--- config.mk ---
export PLATFORM = sky130hd
export DESIGN_NAME = bcd_score_counter
export DESIGN_NICKNAME = d
export VERILOG_FILES = /design/src/rtl/score_pkg.sv /design/src/rtl/bcd_digit_cell.sv /design/src/rtl/bcd_score_counter.sv
export SDC_FILE = /design/constraint.sdc
export NUM_CORES = 1
export LEC_CHECK = 0
export ABC_CLOCK_PERIOD_IN_PS = 4800
export BUFFER_PORTS_ARGS = -buffer_cell sky130_fd_sc_hd__buf_2
export CORE_ASPECT_RATIO = 0.5
export CORE_MARGIN = 5
export CORE_UTILIZATION = 56
export DETAILED_ROUTE_END_ITERATION = 8
export HOLD_SLACK_MARGIN = 0.12
export PLACE_DENSITY = 0.79
export REMOVE_ABC_BUFFERS = 1
export SLEW_MARGIN = 20
export SYNTH_ARGS = -nofsm -noshare
export SYNTH_HDL_FRONTEND = slang
export SYNTH_SLANG_ARGS = --single-unit
--- constraint.sdc ---
create_clock -name clk -period 4.8 [get_ports clk]
set_clock_uncertainty 0.2 [all_clocks]
set_input_delay 0.24 -clock clk [delete_from_list [all_inputs] [get_ports clk]]
set_output_delay 0.24 -clock clk [all_outputs]
set_load 0.02 [all_outputs]
--- src/rtl/score_pkg.sv ---
// Shared types and helpers for the BCD score counter: digit type, add/sub mode
// and the nibble clamp used on every externally supplied BCD value.
package score_pkg;

  localparam logic [3:0] BCD_MAX_DIGIT = 4'd9;

  typedef logic [3:0] bcd_digit_t;

  typedef enum logic {
    OP_ADD = 1'b0,
    OP_SUB = 1'b1
  } bcd_op_e;

  function automatic bcd_digit_t clamp_digit(input logic [3:0] v);
    return (v > BCD_MAX_DIGIT) ? BCD_MAX_DIGIT : v;
  endfunction

endpackage

--- src/rtl/bcd_digit_cell.sv ---
// One BCD digit of the score ripple chain: adds or subtracts an operand (0-9)
// plus a carry/borrow, producing the next digit and carry/borrow out.
module bcd_digit_cell
  import score_pkg::*;
(
  input  bcd_digit_t digit_i,
  input  bcd_op_e    op_i,
  input  bcd_digit_t operand_i,
  input  logic       cin_i,
  output bcd_digit_t digit_o,
  output logic       cout_o
);

  logic [4:0] sum;
  logic [4:0] diff;

  // NOTE: combinational blocks use blocking '=' so later statements see the
  // values computed earlier in the same evaluation.
  always_comb begin
    sum  = {1'b0, digit_i} + {1'b0, operand_i} + {4'b0000, cin_i};
    diff = {1'b0, digit_i} - {1'b0, operand_i} - {4'b0000, cin_i};
    // NOTE: every output gets a default before the branches so no path can
    // leave it unassigned and infer a latch.
    digit_o = digit_i;
    cout_o  = 1'b0;
    if (op_i == OP_ADD) begin
      if (sum > 5'd9) begin
        digit_o = sum[3:0] - 4'd10;
        cout_o  = 1'b1;
      end else begin
        digit_o = sum[3:0];
      end
    end else begin
      if (diff[4]) begin
        // Range is -10..-1 here; adding ten modulo 16 restores the digit.
        digit_o = diff[3:0] + 4'd10;
        cout_o  = 1'b1;
      end else begin
        digit_o = diff[3:0];
      end
    end
  end

endmodule

--- src/rtl/bcd_score_counter.sv ---
// N-digit BCD score register with multi-point add/penalty per cycle, zero floor,
// saturate-or-wrap at the top, and a session high-score tracker.
module bcd_score_counter
  import score_pkg::*;
#(
  parameter int DIGITS   = 2,
  parameter bit SATURATE = 1'b1
) (
  input  logic                clk,
  input  logic                rst_n,
  input  logic                add_en,
  input  logic [3:0]          add_amt,
  input  logic                sub_en,
  input  logic [3:0]          sub_amt,
  input  logic                pb_clear_op,
  input  logic [4*DIGITS-1:0] init_value,
  output logic [4*DIGITS-1:0] score,
  output logic [4*DIGITS-1:0] high_score,
  output logic                ovf,
  output logic                udf,
  output logic                new_high
);

  localparam int W = 4 * DIGITS;
  localparam logic [W-1:0] ALL_NINES = {DIGITS{BCD_MAX_DIGIT}};

  logic [W-1:0] score_q, score_d;
  logic [W-1:0] high_q, high_d;
  logic         ovf_q, ovf_d;
  logic         udf_q, udf_d;
  logic         new_high_q, new_high_d;

  bcd_digit_t   add_eff, sub_eff, mag;
  bcd_op_e      op;
  logic         net_zero;
  logic [W-1:0] arith_sum;
  logic [DIGITS:0] chain;
  logic         score_gt;

  // Net amount as a sign (op) and magnitude; only digit 0 sees the magnitude.
  always_comb begin
    add_eff  = add_en ? clamp_digit(add_amt) : 4'd0;
    sub_eff  = sub_en ? clamp_digit(sub_amt) : 4'd0;
    net_zero = (add_eff == sub_eff);
    op       = (sub_eff > add_eff) ? OP_SUB : OP_ADD;
    mag      = (sub_eff > add_eff) ? (sub_eff - add_eff) : (add_eff - sub_eff);
  end

  assign chain[0] = 1'b0;

  for (genvar k = 0; k < DIGITS; k++) begin : g_digit
    bcd_digit_t operand;
    if (k == 0) begin : g_lsd
      assign operand = mag;
    end else begin : g_upper
      assign operand = 4'd0;
    end

    bcd_digit_cell u_cell (
      .digit_i   (score_q[4*k +: 4]),
      .op_i      (op),
      .operand_i (operand),
      .cin_i     (chain[k]),
      .digit_o   (arith_sum[4*k +: 4]),
      .cout_o    (chain[k+1])
    );
  end

  always_comb begin
    score_d = score_q;
    ovf_d   = 1'b0;
    udf_d   = 1'b0;
    if (pb_clear_op) begin
      for (int k = 0; k < DIGITS; k++) begin
        score_d[4*k +: 4] = clamp_digit(init_value[4*k +: 4]);
      end
    end else if (!net_zero) begin
      if (chain[DIGITS] && op == OP_ADD) begin
        ovf_d   = 1'b1;
        score_d = SATURATE ? ALL_NINES : arith_sum;
      end else if (chain[DIGITS]) begin
        udf_d   = 1'b1;
        score_d = '0;
      end else begin
        score_d = arith_sum;
      end
    end
  end

  // Most-significant differing digit decides the BCD magnitude comparison.
  always_comb begin
    logic decided;
    decided  = 1'b0;
    score_gt = 1'b0;
    for (int k = DIGITS - 1; k >= 0; k--) begin
      if (!decided && (score_q[4*k +: 4] != high_q[4*k +: 4])) begin
        decided  = 1'b1;
        score_gt = (score_q[4*k +: 4] > high_q[4*k +: 4]);
      end
    end
    high_d     = score_gt ? score_q : high_q;
    new_high_d = score_gt;
  end

  // NOTE: registers use non-blocking '<=' so all state updates on an edge
  // read pre-edge values, independent of statement order.
  always_ff @(posedge clk or negedge rst_n) begin
    if (!rst_n) begin
      score_q    <= '0;
      high_q     <= '0;
      ovf_q      <= 1'b0;
      udf_q      <= 1'b0;
      new_high_q <= 1'b0;
    end else begin
      score_q    <= score_d;
      high_q     <= high_d;
      ovf_q      <= ovf_d;
      udf_q      <= udf_d;
      new_high_q <= new_high_d;
    end
  end

  assign score      = score_q;
  assign high_score = high_q;
  assign ovf        = ovf_q;
  assign udf        = udf_q;
  assign new_high   = new_high_q;

endmodule
# Word level (Yosys, flattened, before mapping)
# Index checks and enable logic that the tools add are counted.
# totals
register_bits	19
elab_cells	66
# classes
add_sub_neg	10
magnitude_cmp	9
n_eq_ne	4
mux	34
bitwise	1
n_reduce_logical	3
# ops
op	count
4-bit two-way mux	13
8-bit two-way mux	4
1-bit two-way mux	17
4-bit > comparator (second input constant)	4
4-bit > comparator	3
5-bit by 4-bit > comparator with 1-bit output (second input constant)	2
4-bit adder (second input constant)	2
4-bit inequality test	2
4-bit subtractor	2
4-bit subtractor (second input constant)	2
4-bit by 1-bit adder with 5-bit output	1
4-bit by 4-bit adder with 5-bit output	1
4-bit by 1-bit subtractor with 5-bit output	1
4-bit by 4-bit subtractor with 5-bit output	1
4-bit equality test	1
1-bit logical AND	2
2-bit inequality test (second input constant)	1
1-bit zero test	1
1-bit NOT	1

# Depth between registers and ports, before layout
# Gate-level depths: netlist of run 1.
# depth
ltp_word	17
ltp_mapped	28
ltp_nobuf	26

# Cells and area by module
# Synthesis of run 1 repeated with hierarchy kept, for this count alone.
# unflattened
cells_unflattened	286
area_unflattened_um2	2519.9
# modules_own_cells
module	instances	cells_per_inst	area_each_um2
bcd_score_counter	1	142	1361.3
bcd_digit_cell	2	72	579.3

# Least setup slack after synthesis of run 1
# OpenSTA, ideal clock, no wires.
# synth_timing
path_type	in2reg
start	input add_amt[2]
end	register score_q[3], in the netlist score[3]
setup_time_ns	0.138
arrival_time_ns	5.279
t_required_ns	4.462
path_slack_ns	-0.817
path_stages	24
cell_sequence	o21a_1 > o21ai_0 > inv_1 > ha_1 > fa_1 > o21a_1 > nor2_1 > mux2i_1 > fa_1 > o22a_1 > o221ai_1 > o31ai_1 > mux2_2 > ha_1 > ha_1 > xor2_1 > inv_1 > ha_1 > a21boi_0 > mux2i_1 > o21ai_1 > nand2_2 > nor3_2 > or4_1
# synth_between
elab_chain_cells	17
# synth_rtl
element	line	source
start: declaration	bcd_score_counter.sv:12	input logic [3:0] add_amt,
4-bit > comparator	score_pkg.sv:15	return (v > BCD_MAX_DIGIT) ? BCD_MAX_DIGIT : v;
4-bit two-way mux *	score_pkg.sv:15	
4-bit two-way mux *	bcd_score_counter.sv:42	add_eff = add_en ? clamp_digit(add_amt) : 4'd0;
4-bit subtractor / 4-bit > comparator (equally long branches)	bcd_score_counter.sv:46, bcd_score_counter.sv:45	
4-bit two-way mux	bcd_score_counter.sv:46	mag = (sub_eff > add_eff) ? (sub_eff - add_eff) : (add_eff - sub_eff);
4-bit by 4-bit adder with 5-bit output	bcd_digit_cell.sv:20	sum = {1'b0, digit_i} + {1'b0, operand_i} + {4'b0000, cin_i};
5-bit by 4-bit > comparator with 1-bit output	bcd_digit_cell.sv:27	if (sum > 5'd9) begin
1-bit two-way mux	bcd_digit_cell.sv:27	
1-bit two-way mux	bcd_digit_cell.sv:26	if (op_i == OP_ADD) begin
4-bit by 1-bit adder with 5-bit output	bcd_digit_cell.sv:20	
5-bit by 4-bit > comparator with 1-bit output	bcd_digit_cell.sv:27	
1-bit two-way mux	bcd_digit_cell.sv:27	
1-bit two-way mux	bcd_digit_cell.sv:26	
8-bit two-way mux / 1-bit logical AND (equally long branches)	bcd_score_counter.sv:81, bcd_score_counter.sv:78	
8-bit two-way mux	bcd_score_counter.sv:78	if (chain[DIGITS] && op == OP_ADD) begin
8-bit two-way mux	bcd_score_counter.sv:77	end else if (!net_zero) begin
8-bit two-way mux	bcd_score_counter.sv:73	if (pb_clear_op) begin
end signal: assignment	bcd_score_counter.sv:115	score_q <= score_d;
end: declaration	bcd_score_counter.sv:27	logic [W-1:0] score_q, score_d;
# Mark *: on every way between the ends. The rest lies on a longest branch, timed or not. The select of a mux whose other input is x is not followed.
# A chain may end at the register's enable or synchronous reset.

# Worst setup path in the final report of run 1
# layout_timing
start	input add_amt[1]
end	register score_q[3], in the netlist score[3]
# Same word-level chain as after synthesis.

==> results.env, run 1 <==
DPL.HPWL_UM=4510
SYNTH-SEQ-AREA-SHARE_PCT=22.2
GRT_ANTENNA_BEFORE_REPAIR=0
MAX_CAP_VIOL_COUNT=0
MAX_SLEW.WORST_PIN.SLEW_NS=0.589
FF2FF_PATH_DEPTH=17
WORST_SETUP_PATH_START_KIND='primary input'
MIN-DELAY-START='pb_clear_op'
SYN_INST=241
YS_FF_LATCH=19
NUM_ROWS=15
TIMING.HOLD.WORST_PATH_DEPTH=2
FIN_CRIT_NS=5.28
SYNTHTOPCELLSBYAREA='dfrtp_1, ha_1, inv_1, fa_1, mux2_2'
CTS-HTREE-LEVELS=1
DRT_FIRST_PASS_ITERS=5
CLK-INSERTION-DELAY-LATE_NS=0.26
FINAL.FILL_COUNT=152
RRSETUPSLACK_NS=0.49
POWER_DENSITY_mW_PER_MM2=834
ROUTE.FINAL.WIRE_LENGTH_UM=8410
FIN_WS_NS=-0.482
CRIT_BUF_INV=4
ASYNCSETRESETFLOPFRACSYNTH_PCT=100
FINALHOLDVIOLATIONS=0
PIN_COUNT=40
TRITONCTS='done'
CP_NUM_CELLS=27
RUN_STATUS='finished, violations left'
WORST-ENDPOINT-REQUIRED_NS=4.72
GRT_PASS1_WL_UM=12000
DRIVE_GT1_SHARE_PCT=42.9
WORST-SETUP-PATH-TYPE='in2reg'
DOMINANTREGCELLSYNTH='dfrtp_1'
LAYOUT_COMMONEST_CELL='buf_4'
REMAINING_ROUTING_DRC_VIOLATIONS=0
GR-TOTAL-OVERFLOW=0
LARGEST_BUFFER_COUNT_ON_ANY_CLOCK_PATH=2
TIMING.FMAX_GHz=0.189
WORST_SETUP_HOLD_PATH_CLK_SLEW_NS=0.07
CRITICAL-PATH-SLOWEST-CELL='or4_1'
NUMBER_OF_SINKS_DRIVEN_BY_THE_CLOCK_TREE=19
PEAKVDDDROP_mV=0.412
MOST-COMMON-LAYOUT-CELLS='buf_4, buf_2, inv_1, ha_1, dfrtp_1'
VIAS=2562
TIMING.SLEW.HEADROOM_PCT=60.7
FLOORPLAN.DIE.WIDTH_UM=97.4
NUMCTSBUFFERS=3
CLOCK-ROOT-BUFFER='clkbuf_8'
STATIC-LEAKAGE-POWER_nW=1.57
TIMING_MAX_TRANSITION_VIOLATIONS_FINAL=0
HOLD_PATH_END='udf'
TIMING.SETUP.TNS_NS=-3.59
N_ANTENNA_CELL=0
CP_MAX_FO=5
WORST_EP_ARRIVAL_TIME_NS=5.20
DIE_HEIGHT_UM=53.7
YOSYS.CELL_TYPES.COUNT=53
VIAS_PER_CELL=6.36
ROUTEDWLPERCELL_UM=20.9
ANT_NETS=0
MAPPEDNETLISTAREA_MM2=0.00214
R2R-END='score[3]'
VIAS_IN_THE_FIRST_GLOBAL_ROUTE=2402
UNREPAIRED_SETUP_ENDPOINTS_AFTER_GLOBAL_ROUTING='true'
YOSYSWARNINGS=0
PLACE.GP.CONGESTION=0.867
IO_BUFFERS=39
POST-PLACE-WS_NS=-1.04
NUMBER_OF_NETS_IN_THE_LAYOUT=409
DIEAREA_MM2=0.00523
GRT_MAX_DEGREE=20
SYNTH_TOP_AREA_SHARE_PCT=22.2
REPORT.FINAL.SETUP_VIOL=9
RR_STARTPOINT='score[0]'
WORST_PATH_MOST_REPEATED_CELL='ha_4'
DESIGN.CORE.AREA_MM2=0.00355
YOSYS.AREA.TOP_TYPE='dfrtp_1'
AREA_GROWTH_SYN_TO_LAYOUT_PCT=47.1
SETUP.WORST_PATH.END_CLASS='flip-flop'
STARTING_DENSITY_OF_THE_CORE_PCT=60.2
POST-ROUTE-PERIOD-UTIL_PCT=110
HP-CLASS='in2reg'
POST_SYNTH.CELL_AREA_AVG_UM2=8.87
SLOWEST_DELAY_NS=0.57
DRT-INITIAL-DRC-COUNT=312
CRIT_FAMILY='adder cells'
GRT_UTIL_ALL_LAYERS_PCT=28.6
FAILED_CHECKS='negative setup slack'
SYNTH_ENABLE_FLOP_CELLS=0
cell families (layout without fill, tap and decap cells):
family                     after synthesis  after routing  share of synthesized area, %
AOI/OAI and AO/OA                       60             60                          19.7
xor gates and xnor gates                12             12                          4.92
adders and majority gates               35             35                          21.9
buffers and inverters                   38            149                          8.02
DFF                                     19             19                          22.2
muxes                                   13             13                          6.50
and+or+nand+nor                         64             64                          16.7
metal layers:
layer	vias up	track usage [%]	share of wire [%]
li1	1078	-	-
met1	1183	33.5	38
met2	217	53.3	44
met3	84	5.17	10
met4	0	13.1	7.7
met5	-	0	0
power breakdown:
group / switching [W] / internal, W / total (W)
logic: 0.00111 / 0.00106 / 0.00217
registers: 0.000107 / 0.000232 / 0.000339
clock network: 0.0000533 / 0.0000591 / 0.000112
metrics by stage:
step / area (um2) / instances / hold slack [ns] / utilization [%] / power (W)
floorplan: 2080 / 234 / -0.256 / - / 0.00132
global placement: 2700 / 372 / -0.0123 / 76.2 / 0.00180
detailed placement: 2700 / 372 / -0.00371 / 76.2 / 0.00188
CTS: 3050 / 397 / 0.155 / 86.0 / 0.00226
global route: 3140 / 403 / 0.178 / 88.6 / 0.00276
finish: 3140 / 403 / 0.186 / 88.6 / 0.00262
Yosys cell counts (5+ instances only):
library cell  instances
mux2_2                7
xnor2_1               7
dfrtp_1              19
ha_1                 31
mux2i_1               6
o21a_1                6
inv_1                29
o21ai_0               6
nor2b_1               6
nand2_1              11
nor2_1               13
xor2_1                5
a21oi_1              15
cell type report:
class,count,area [um2],share of cell area [%]
multi-input cells,184,1650,52.6
repair buffers,114,788,25.1
well taps,51,63.8,2.03
inverters,31,116,3.70
clock buffers,4,45.0,1.43
flip-flops and latches,19,475,15.1
registers in the layout, summed over array words and instances, names as in the netlist:
name and cells:
new_high 1, high_score 8, udf 1, ovf 1, score 8
timing repair:
item	in CTS	in global routing
buffers inserted	14	6
hold endpoints to repair	24	0
hold buffers	7	0
pin swaps	17	13
gates resized for setup	29	9
setup endpoints to repair	9	9
worst max path at each step:
stage,start,endpoint
global placement,add_amt[2],score[3]
finish,add_amt[1],score[3]
detailed placement,add_amt[2],score[3]
CTS,add_amt[1],score[3]
floorplan,add_amt[2],score[3]
global route,add_amt[1],score[3]
No activity file was read; power rests on OpenSTA's default activity.
==> run 2, diff against run 1 <==
- HOLD_SLACK_MARGIN: 0.12 -> 0.06
- REMOVE_ABC_BUFFERS: 1 -> default
==> run 2 against run 1 <==
The flow still finishes with violations (negative setup slack). Critical path depth is 2 lower. Non-clock buffer count is 12 lower. First-iteration DRC count is 43% lower. Die area stayed put. Maximum frequency is 2.3% higher. Total power is 8.6% lower. Clock power is 4% higher. Hold slack worse by 0.11 ns. Utilization is 2.5 points lower. Sequential cell count stayed put.
==> results.env, run 2 (synthesized netlist as in run 1, its figures left out) <==
GRT_UTIL_ALL_LAYERS_PCT=25.9
DESIGN.CORE.AREA_MM2=0.00355
REPORT.FINAL.SETUP_VIOL=9
POST-PLACE-WS_NS=-0.604
AREA_GROWTH_SYN_TO_LAYOUT_PCT=42.9
LAYOUT_COMMONEST_CELL='buf_4'
PLACEDCELLCOUNT=371
N_ANTENNA_CELL=0
MAX_CAP_VIOL_COUNT=0
SYNTH.NET_COUNT=297
ROUTEDWLPERCELL_UM=18.1
DIE_HEIGHT_UM=53.7
FAILED_CHECKS='negative setup slack'
NUMBER_OF_NETS_IN_THE_LAYOUT=397
CLK-INSERTION-DELAY-LATE_NS=0.26
MET2ROUTEDLENGTH_UM=3360
IO_BUFFERS=39
POWER_DENSITY_mW_PER_MM2=785
CLOCK-ROOT-BUFFER='clkbuf_8'
HP-CLASS='in2reg'
STATIC-LEAKAGE-POWER_nW=1.51
FINISH.INSTANCE_AREA_MM2=0.00305
FIN_WS_NS=-0.363
TOP_SIGNAL_LAYER_USED='met4'
DRT_FIRST_PASS_ITERS=5
MOST-COMMON-LAYOUT-CELLS='buf_4, buf_2, inv_1, ha_1, dfrtp_1'
PEAKVDDDROP_mV=0.395
POST_DP_CELL_AREA_MM2=0.00278
TIMING_MAX_TRANSITION_VIOLATIONS_FINAL=0
WORST_EP_ARRIVAL_TIME_NS=5.08
GRT_ANTENNA_BEFORE_REPAIR=0
GR-TOTAL-OVERFLOW=0
VIAS=2373
FLOORPLAN.DIE.WIDTH_UM=97.4
LARGEST_BUFFER_COUNT_ON_ANY_CLOCK_PATH=2
GRT_MAX_DEGREE=20
RR_STARTPOINT='score[0]'
SETUP.WORST_PATH.END_CLASS='flip-flop'
NUMCTSBUFFERS=3
UNREPAIRED_SETUP_ENDPOINTS_AFTER_GLOBAL_ROUTING='true'
TIMING.HOLD.WORST_PATH_DEPTH=3
PIN_COUNT=40
NUM_ROWS=15
FINALNONFILLERCELLS=391
RUN_STATUS='finished, violations left'
POST-ROUTE-PERIOD-UTIL_PCT=108
CTS-HTREE-LEVELS=1
MIN-DELAY-START='init_value[2]'
WORST-SETUP-PATH-TYPE='in2reg'
TIMING.CRITICAL_PATH.FROM='add_amt[1]'
FINALHOLDVIOLATIONS=0
WL_MET3_UM=678
STARTING_DENSITY_OF_THE_CORE_PCT=60.2
WORST_SETUP_HOLD_PATH_CLK_SLEW_NS=0.08
WORST-ENDPOINT-REQUIRED_NS=4.72
RRSETUPSLACK_NS=0.57
CP_MAX_FO=3
FIN_CRIT_NS=5.16
MAX_SLEW.WORST_PIN.SLEW_NS=0.606
REMAINING_ROUTING_DRC_VIOLATIONS=0
DRIVE_GT1_SHARE_PCT=40.9
TIMING.SLEW.HEADROOM_PCT=59.6
GRT_PASS1_WL_UM=10600
NUMBER_OF_SINKS_DRIVEN_BY_THE_CLOCK_TREE=19
TRITONCTS='done'
VIAS_PER_CELL=6.07
FF2FF_PATH_DEPTH=17
ROUTE.FINAL.WIRE_LENGTH_UM=7060
DIEAREA_MM2=0.00523
VIAS_IN_THE_FIRST_GLOBAL_ROUTE=2290
DRT-INITIAL-DRC-COUNT=178
TIMING.FMAX_GHz=0.194
M1WIRELENGTH_UM=2680
PLACE.GP.CONGESTION=0.944
ANT_NETS=0
DPL.HPWL_UM=4920
WORST_SETUP_PATH_START_KIND='primary input'
run 2: cell types whose count changed in the layout (fill, tap and decap cells not counted), moves of 2 or more:
cell	delta
a21oi_2	-2
buf_4	-12
buf_6	+2
dlygate4sd3_1	-2
ha_2	+2
ha_4	-2
run 2: area by class of cell:
class                      instances  area [um2]
sequential                        19         475
tap                               51        63.8
fill                             182         494
multi-input combinational        184        1650
clock buffer                       3        41.3
inverter                          31         116
clock inverter                     1        7.51
timing repair buffer             102         701
run 2: power by group:
group | internal (W) | switching [W]
Combinational | 0.000942 | 0.000995
Clock | 0.0000585 | 0.0000589
Sequential | 0.000232 | 0.000111
Total | 0.00123 | 0.00117
run 2: what timing repair did:
item                                   4_1_cts  5_1_grt
hold buffers                                 5        0
endpoints found under the hold margin       22        0
gates resized for setup                     15        6
pin swaps                                   20        5
setup buffers                                7        6
setup endpoints to repair                    9        9
run 2: critical path, stage by stage:
cell and delay [ns]:
buf_6 0.09, o21a_1 0.19, o21ai_2 0.16, inv_1 0.07, ha_2 0.18, fa_2 0.37
o21a_1 0.23, nor2_4 0.13, mux2i_4 0.27, fa_1 0.47, o22a_1 0.23, o221ai_2 0.18
o31ai_2 0.10, mux2_4 0.28, ha_4 0.17, ha_4 0.18, xor2_4 0.16, inv_2 0.11
ha_4 0.15, a21oi_2 0.06, mux2i_2 0.24, o21ai_2 0.11, nand2_2 0.10, nor3_2 0.05
or4_1 0.54
run 2: path summary, 6_finish.rpt:
check | end
worst max-delay path | score[3]
worst min-delay path | score[2]
worst max register to register | score[3]
worst min register to register | high_score[7]
max in group asynchronous | ovf
min in group asynchronous | new_high
run 2: stage by stage:
stage          power, W  util (%)  TNS (ns)  hold WS [ns]
6_report        0.00240      86.1     -2.05        0.0708
5_1_grt         0.00256      86.1     -3.76        0.0722
4_1_cts         0.00223      84.3    -0.628        0.0635
3_5_place_dp    0.00197      78.3     -3.92      -0.00540
3_3_place_gp    0.00186      78.3     -1.82      -0.00361
2_1_floorplan   0.00141         -    -0.886        -0.256
run 2: layer usage:
metal	track usage (%)	up-vias
met5	0	-
li1	-	1046
met2	50.7	167
met4	11.7	0
met1	29.0	1109
met3	4.01	51
==> run 3, diff against run 2 <==
- ABC_AREA: default -> 1
- CORE_ASPECT_RATIO: 0.5 -> default
==> run 3 against run 2 <==
The flow now finishes without violations. Via count down 1.6%. Synthesized area about the same. Utilization down 7.6 points. Setup slack better by 0.55 ns. Synthesized cell count up 27%. Maximum frequency up 12%. Die area down 1.4%.
==> results.env, run 3 <==
SLOWEST_DELAY_NS=0.40
M1WIRELENGTH_UM=2450
TOTAL_SWITCHING_POWER_W=0.00121
NUMBER_OF_SINKS_DRIVEN_BY_THE_CLOCK_TREE=19
VIAS=2336
DOMINANTREGCELLSYNTH='dfrtp_1'
FINAL-SEQ-AREA_UM2=475
ANT_NETS=0
SYNTH.NET_COUNT=362
POWER_DENSITY_mW_PER_MM2=802
WORST_SETUP_HOLD_PATH_CLK_SLEW_NS=0.07
MULTI_INPUT_AREA_MM2=0.00160
MAPPEDNETLISTAREA_MM2=0.00214
DRT-INITIAL-DRC-COUNT=172
NUM_ROWS=22
GRT_ANTENNA_BEFORE_REPAIR=0
DPL.HPWL_UM=4490
DRIVE_GT1_SHARE_PCT=32.0
LARGEST_BUFFER_COUNT_ON_ANY_CLOCK_PATH=2
TIMING.FMAX_GHz=0.217
GRT_UTIL_ALL_LAYERS_PCT=21.3
FINISH.INSTANCE_AREA_MM2=0.00290
WORST_SETUP_PATH_START_KIND='primary input'
REPORT.FINAL.SETUP_VIOL=0
SYNTH-SEQ-AREA-SHARE_PCT=22.2
CRITICAL-PATH-SLOWEST-CELL='fa_2'
PLACE.GP.CONGESTION=0.910
YOSYS.AREA.TOP_TYPE='dfrtp_1'
MIN-DELAY-START='init_value[4]'
DIE_HEIGHT_UM=71.8
POST_SYNTH.CELL_AREA_AVG_UM2=7.01
FLOORPLAN.DIE.WIDTH_UM=71.8
MET2ROUTEDLENGTH_UM=3110
INTERNAL_W=0.00111
GRT_MAX_DEGREE=20
TOP_SIGNAL_LAYER_USED='met4'
WL_MET3_UM=402
HP-CLASS='in2reg'
STATIC-LEAKAGE-POWER_nW=1.58
POST_SYNTH_TOP_CELLS='nand2_1, inv_1, ha_1'
TIMING.CRITICAL_PATH.FROM='add_en'
IO_BUFFERS=39
AREA_GROWTH_SYN_TO_LAYOUT_PCT=35.4
GR-TOTAL-OVERFLOW=0
SYNTHTOPCELLSBYAREA='dfrtp_1, ha_1, nand2_1, inv_1, a21oi_1'
POST-PLACE-WS_NS=-0.274
YOSYSWARNINGS=0
FINALHOLDVIOLATIONS=0
YOSYS.CELL_TYPES.COUNT=35
FIN_WS_NS=0.186
SHARE_COMB_OF_TOTAL_POWER_PCT=80.4
NUMBER_OF_NETS_IN_THE_LAYOUT=445
MAX_CAP_VIOL_COUNT=0
WORST-SETUP-PATH-TYPE='in2reg'
POST_DP_CELL_AREA_MM2=0.00262
NUMCTSBUFFERS=3
SYN_INST=305
CP_MAX_FO=4
POWER.SHARE.CLOCK_PCT=4.8
ROUTE.FINAL.WIRE_LENGTH_UM=6060
TRITONCTS='done'
TIMING.SLEW.HEADROOM_PCT=67.1
SWITCHING_SHARE_PCT=52.2
VIAS_IN_THE_FIRST_GLOBAL_ROUTE=2090
REMAINING_ROUTING_DRC_VIOLATIONS=0
SYNTH_ENABLE_FLOP_CELLS=0
WORST-ENDPOINT-REQUIRED_NS=4.74
FIN_CRIT_NS=4.61
SYNTH_MOST_COMMON_CELL='nand2_1'
DRT_FIRST_PASS_ITERS=4
VIAS_PER_CELL=5.37
GRT_PASS1_WL_UM=9020
CLK-INSERTION-DELAY-LATE_NS=0.26
LAYOUT_COMMONEST_CELL='nand2_1'
N_ANTENNA_CELL=0
ASYNCSETRESETFLOPFRACSYNTH_PCT=100
YS_FF_LATCH=19
FINAL.FILL_COUNT=272
PLACEDCELLCOUNT=423
CLOCK-ROOT-BUFFER='clkbuf_8'
SEQUENTIALPOWERSHARE_PCT=14.8
PIN_COUNT=40
RUN_STATUS='completed'
POSTLAYOUTCOREUTIL_PCT=78.5
SETUP.WORST_PATH.END_CLASS='flip-flop'
MOST-COMMON-LAYOUT-CELLS='nand2_1, inv_1, buf_2, buf_4, nor2_1'
FINALNONFILLERCELLS=435
CTS-HTREE-LEVELS=1
DESIGN.CORE.AREA_MM2=0.00369
DIEAREA_MM2=0.00515
ROUTEDWLPERCELL_UM=13.9
STARTING_DENSITY_OF_THE_CORE_PCT=58.0
RR_STARTPOINT='score[0]'
PEAKVDDDROP_mV=0.472
MAX_SLEW.WORST_PIN.SLEW_NS=0.492
TIMING_MAX_TRANSITION_VIOLATIONS_FINAL=0
SYNTH_TOP_AREA_SHARE_PCT=22.2
WORST_EP_ARRIVAL_TIME_NS=4.56
POST-ROUTE-PERIOD-UTIL_PCT=96.1
run 3: cell count changes after synthesis, moves of 5 or more:
cell     previous run  this run
mux2_2              7         0
nor2_1             13        29
nand3_1             4        22
o21a_1              6         1
inv_1              29        50
nor2b_1             6         0
xnor2_1             7         2
mux2i_1             6         1
nand2_1            11        66
o21ai_0             6        15
a21oi_1            15        23
run 3: final timing paths:
path,cells past startpoint,to,slack [ns]
max,31,score[6],0.19
min,3,score[4],0.1
max reg2reg,20,score[6],1.07
min reg2reg,2,high_score[4],0.37
max in group asynchronous,2,ovf,3.84
min in group asynchronous,2,high_score[3],0.25
run 3: routing by layer:
metal / vias to the layer above / GRT usage (%)
li1: 1157 / -
met1: 1096 / 27.0
met2: 73 / 38.7
met3: 10 / 1.96
met4: 0 / 5.22
met5: - / 0
run 3: power by group through the flow:
stage               clock network (W)  registers, W  logic [W]
CTS                          0.000113      0.000333    0.00164
global route                 0.000118      0.000354    0.00209
floorplan                           0      0.000401   0.000988
global placement                    0      0.000332    0.00156
finish                       0.000112      0.000344    0.00186
detailed placement                  0      0.000335    0.00162
run 3: layout make-up:
type | instances | share of cell area [%]
multi-input cells | 231 | 55.3
repair buffers | 80 | 17.7
flip-flops and latches | 19 | 16.4
inverters | 53 | 6.96
well taps | 48 | 2.07
clock buffers | 3 | 1.43
clock inverters | 1 | 0.173
run 3: logic make-up (layout without fill, tap and decap cells):
group                    Yosys count  after routing  share of synthesized area, %
multiplexers                       1              1                         0.468
XOR/XNOR                           7              7                          2.87
adder cells (fa/ha/maj)           36             36                          22.5
buffers and inverters             55            137                          10.4
AO/OA/AOI/OAI                     49             49                          12.6
flip-flops                        19             19                          22.2
AND/OR/NAND/NOR                  138            138                          29.0
run 3: what timing repair did:
item                                   in CTS  in global routing
setup buffers                               0                  6
gates resized for setup                     2                 37
setup endpoints to repair                   2                  9
pin swaps                                   0                 14
endpoints found under the hold margin      20                  0
hold buffers                                2                  0
run 3: critical path, delay by kind of cell:
kind	cells	cell delay (ns)
AOI/OAI and AO/OA	8	0.72
adders and majority gates	6	1.55
buffers and inverters	7	0.74
and+or+nand+nor	10	1.30
run 3: metrics by stage:
stage	TNS [ns]	hold WS [ns]	total power, W
final	0	0.0964	0.00232
after global placement	-0.185	0.00361	0.00190
after floorplan	0	-0.256	0.00139
after detailed placement	-1.90	0.00202	0.00195
after global routing	-0.671	0.106	0.00256
after CTS	0	0.0917	0.00208
